[config.mk]
export PLATFORM = sky130hd
export DESIGN_NAME = instruction_sequencer
export DESIGN_NICKNAME = d
export VERILOG_FILES = /design/src/rtl/instruction_sequencer.sv
export SDC_FILE = /design/constraint.sdc
export NUM_CORES = 1
export LEC_CHECK = 0
export CORE_ASPECT_RATIO = 2
export CORE_UTILIZATION = 30
export DETAILED_ROUTE_END_ITERATION = 10
export PLACE_DENSITY_LB_ADDON = 0.1
export REMOVE_ABC_BUFFERS = 1
export SLEW_MARGIN = 20
export SYNTH_ARGS = -nofsm -noshare
export SYNTH_HDL_FRONTEND = slang
export SYNTH_SLANG_ARGS = --single-unit
[constraint.sdc]
create_clock -name clk -period 3.25 [get_ports clk]
set_input_delay 0.4875 -clock clk [delete_from_list [all_inputs] [get_ports clk]]
set_output_delay 0.4875 -clock clk [all_outputs]
set_load 0.05 [all_outputs]
[src/rtl/instruction_sequencer.sv]
// instruction_sequencer: loadable program store that steps a PC and feeds {opcode,operand} to IF.
// Optional build macro SEQ_LOOP_EN: running off the end (or branching out of range) wraps to pc 0.
module instruction_sequencer #(
    parameter int DEPTH = 16,
    parameter int AW    = 4
) (
    input  logic          clk,
    input  logic          rst_n,
    input  logic          load_en,
    input  logic          load_valid,
    input  logic [5:0]    load_data,
    output logic          load_ready,
    input  logic          init_regs,
    input  logic          halt_if,
    input  logic          branch_valid,
    input  logic [AW-1:0] branch_target,
    output logic [2:0]    opcode,
    output logic [2:0]    operand,
    output logic [AW-1:0] pc,
    output logic [AW:0]   prog_len,
    output logic          done
);
    typedef enum logic [1:0] {IDLE, LOAD, RUN, DONE} state_t;

    state_t        state_q, state_d;
    logic [AW-1:0] pc_q, pc_d;
    logic [AW:0]   wr_ptr_q, wr_ptr_d, prog_len_q, prog_len_d;
    logic [5:0]    ins_q, ins_d;
    logic [5:0]    mem_q [DEPTH];
    logic          beat;
    logic [AW:0]   pc_inc;

    assign load_ready = (state_q == LOAD) && (wr_ptr_q < (AW+1)'(DEPTH));
    assign beat       = load_ready && load_valid;
    assign pc_inc     = {1'b0, pc_q} + (AW+1)'(1);

    always_comb begin
        state_d    = state_q;
        pc_d       = pc_q;
        wr_ptr_d   = beat ? wr_ptr_q + (AW+1)'(1) : wr_ptr_q;
        prog_len_d = prog_len_q;
        case (state_q)
            IDLE: begin
                if (load_en) begin
                    state_d  = LOAD;
                    pc_d     = '0;
                    wr_ptr_d = '0;
                end else if (!init_regs && prog_len_q != '0) begin
                    state_d = RUN;
                    pc_d    = '0;
                end
            end
            LOAD: begin
                if (!load_en) begin
                    state_d    = IDLE;
                    prog_len_d = wr_ptr_d;
                end
            end
            default: begin
                if (load_en) begin
                    state_d  = LOAD;
                    pc_d     = '0;
                    wr_ptr_d = '0;
                end else if (state_q == RUN) begin
                    // a redirect beats any stall; running past the end or out of range exits or wraps
                    if (branch_valid) begin
                        if ({1'b0, branch_target} < prog_len_q) pc_d = branch_target;
`ifdef SEQ_LOOP_EN
                        else pc_d = '0;
`else
                        else state_d = DONE;
`endif
                    end else if (!(halt_if || init_regs)) begin
                        if (pc_inc < prog_len_q) pc_d = pc_inc[AW-1:0];
`ifdef SEQ_LOOP_EN
                        else pc_d = '0;
`else
                        else state_d = DONE;
`endif
                    end
                end
            end
        endcase
        ins_d = (state_d == RUN) ? mem_q[pc_d] : 6'd0;
    end

    always_ff @(posedge clk or negedge rst_n) begin
        if (!rst_n) begin
            state_q    <= IDLE;
            pc_q       <= '0;
            wr_ptr_q   <= '0;
            prog_len_q <= '0;
            ins_q      <= '0;
        end else begin
            state_q    <= state_d;
            pc_q       <= pc_d;
            wr_ptr_q   <= wr_ptr_d;
            prog_len_q <= prog_len_d;
            ins_q      <= ins_d;
        end
    end

    always_ff @(posedge clk) begin
        if (beat) mem_q[wr_ptr_q[AW-1:0]] <= load_data;
    end

    assign opcode   = ins_q[5:3];
    assign operand  = ins_q[2:0];
    assign pc       = pc_q;
    assign prog_len = prog_len_q;
    assign done     = (state_q == DONE);
endmodule
==> metrics.csv <==
metric;value;unit
commonest cells after routing, fill and taps aside;edfxtp_1, buf_4, nand2_1;
status;finished with violations;
area share of the largest cell type after synthesis;55.1;%
DP HPWL;11.9;mm
total track usage;19.6;%
Startpoint Class;flop;
Final Slew Violations;0;
failing checks;setup timing;
EDFF count, synth;96;
commonest register cell after synthesis;edfxtp_1;
Final GP Congestion;0.836;
Hold WS;0.455;ns
Layout fillers;1627;
Worst Path Required;3.54;ns
Crit path depth;13;
flop2flop setup slack;-0.08;ns
maximum root-to-sink buffer count;2;
GR Overflow Total;0;
CTS sink cnt;118;
Root Buffer;clkbuf_16;
ys async rst share;18.6;%
#FFs+latches synth;118;
Worst Hold Class;input port to asynchronous set/reset pin;
vias per cell;5.00;
number of detailed-route iterations in the first pass;5;
family with the most delay on the worst path;compound AO/OA/AOI/OAI gates;
Slew headroom;46.7;%
WP data arrival;3.62;ns
synthesis warning total;0;
Worst Setup EP;ins_q[2];
Max stage delay on crit path;0.47;ns
# DRC;0;
Final setup viols;6;
part of the Yosys area used for sequential elements;65.6;%
proportion of layout cells with a drive suffix above 1;28.9;%
H-Tree Depth;4;
Gate Count Post-Synth;385;
TritonCTS Buffers;17;
number of distinct library cells after synthesis;58;
Placeable Area;17200;sq um
first-pass GRT wire length;24.0;mm
fin crit share;102;%
Slew @ Worst Pin;0.797;ns
antenna violations before repair;0;
Die Footprint;18000;sq um
Syn Area/Cell;13.6;sq um
starting density of the core;30.4;%
WL/cell;22.7;um
Synth area leaders;edfxtp_1, dfrtp_1, ha_1, mux2i_1, nand2_1;
reg2reg start;pc[1];
Die W;95.4;um
vias in the first global route;3882;
Post-Route WL;16.3;mm
Crit Path Max Fanout;6;
fin cells;715;
vias;3578;
pin count of the biggest net entering global routing;23;
port buffer count;33;
Fin. Hold Viols;0;
maxcap violations;0;
Tmin final;3.33;ns
Crit-path slowest cell;a2111o_1;
leading cell type in the layout, fill and taps excluded;edfxtp_1;
clock-pin slew of the registers on the worst-case setup and hold paths;0.06;ns
area added between synthesis and finish;38.0;%
CTS tree;yes;
placed cells;680;
row cnt;68;
R2R Path End;ins_q[2];
Worst path most repeated cell;ha_4;
die height;189;um
crit path launch;pc[1];
Yosys top cell by area;edfxtp_1;
Nets;521;
LEAKAGE;2.81;nW
Max VDD drop;0.340;mV
CP Class;flop to flop;
Peak Freq;0.300;GHz
CP Capture Type;flop;
Worst Clk Skew;0.00723;ns
Ant. Diodes;0;
WP buf/inv;3;
Power Dens Cells;645;nW/um^2
synthesized area;5230;sq um
ANT nets after route;0;
Ports;34;
Iteration-0 DRC Markers;272;
reg2reg path depth;13;
Final WS setup;-0.0779;ns
RSZ-0062 raised after global routing;yes;
crit-path cells;ha_4 -> ha_4 -> a2111o_1 -> a31oi_4 -> a2bb2oi_2 -> o21ai_2 -> inv_2 -> buf_12 -> mux2_4 -> a221oi_2 -> buf_4 -> o22ai_1 -> a211o_1;
worst skew pair latency;0.41;ns
-- how the worst min path moves through the flow --
stage	end	slack [ns]	cells after the start
after CTS	prog_len[3]	0.45	2
final	prog_len[3]	0.46	2
after global placement	wr_ptr_q[4]	0.51	2
after floorplan	ins_q[0]	0.19	0
after global routing	prog_len[3]	0.47	2
after detailed placement	wr_ptr_q[4]	0.54	2
-- cell usage after synthesis (9+ instances only) --
cell type / count
a21oi_1: 9
mux2i_1: 15
inv_1: 12
and2_1: 9
nor2_1: 31
ha_1: 12
nand2_1: 35
edfxtp_1: 96
nor3_1: 12
dfrtp_1: 22
and3_1: 9
-- cell type report --
class / instances / area, sq um / share of cell area, %
Tap cell: 210 / 263 / 3.64
Timing Repair Buffer: 102 / 917 / 12.7
Sequential cell: 118 / 3430 / 47.6
Multi-Input combinational cell: 240 / 1900 / 26.3
Clock inverter: 12 / 199 / 2.76
Inverter: 13 / 48.8 / 0.676
Clock buffer: 20 / 457 / 6.33
-- metal layers --
metal  global-route usage, %  routed length (um)
met1                    17.9                5400
met2                    37.2                9530
met3                    3.67                 424
met4                    13.2                 904
met5                       0                   0
-- through the flow --
step / area, sq um / power, mW / utilization, % / setup slack, ns / setup TNS [ns]
6_report: 7220 / 4.66 / 42.0 / -0.0779 / -0.341
5_1_grt: 7220 / 4.82 / 42.0 / -0.173 / -0.913
4_1_cts: 7150 / 4.68 / 41.6 / -0.0752 / -0.347
3_5_place_dp: 6250 / 2.54 / 36.4 / -0.518 / -2.77
3_3_place_gp: 6250 / 2.53 / 36.4 / -0.490 / -2.65
2_1_floorplan: 5130 / 2.14 / - / -1.09 / -5.65
-- where the power goes --
group          internal (mW)  switching (mW)
Clock                   1.40           0.690
Combinational          0.333           0.477
Sequential              1.70          0.0528
Total                   3.44            1.22
-- sequential cells by signal (all words and copies together), names as in the netlist --
signal and flops:
state_q 2, ins_q 6, mem_q 96, pc 4, wr_ptr_q 5, prog_len 5
-- kinds of logic after synthesis --
logic type                 count (synthesis)  synth area share (%)
AOI/OAI and AO/OA                         82                  12.3
DFF                                      118                  65.6
buffers and inverters                     27                  2.89
xor gates and xnor gates                   5                 0.837
muxes                                     25                  5.02
adders and majority gates                 12                  2.87
and+or+nand+nor                          116                  10.5
-- repair_timing --
| item | in CTS | in global routing |
|---|---|---|
| hold buffers | 0 | 0 |
| setup endpoints to repair | 6 | 6 |
| pin swaps | 22 | 4 |
| resized for setup | 42 | 11 |
| setup buffers | 5 | 0 |
(Power assumes the default switching activity.)
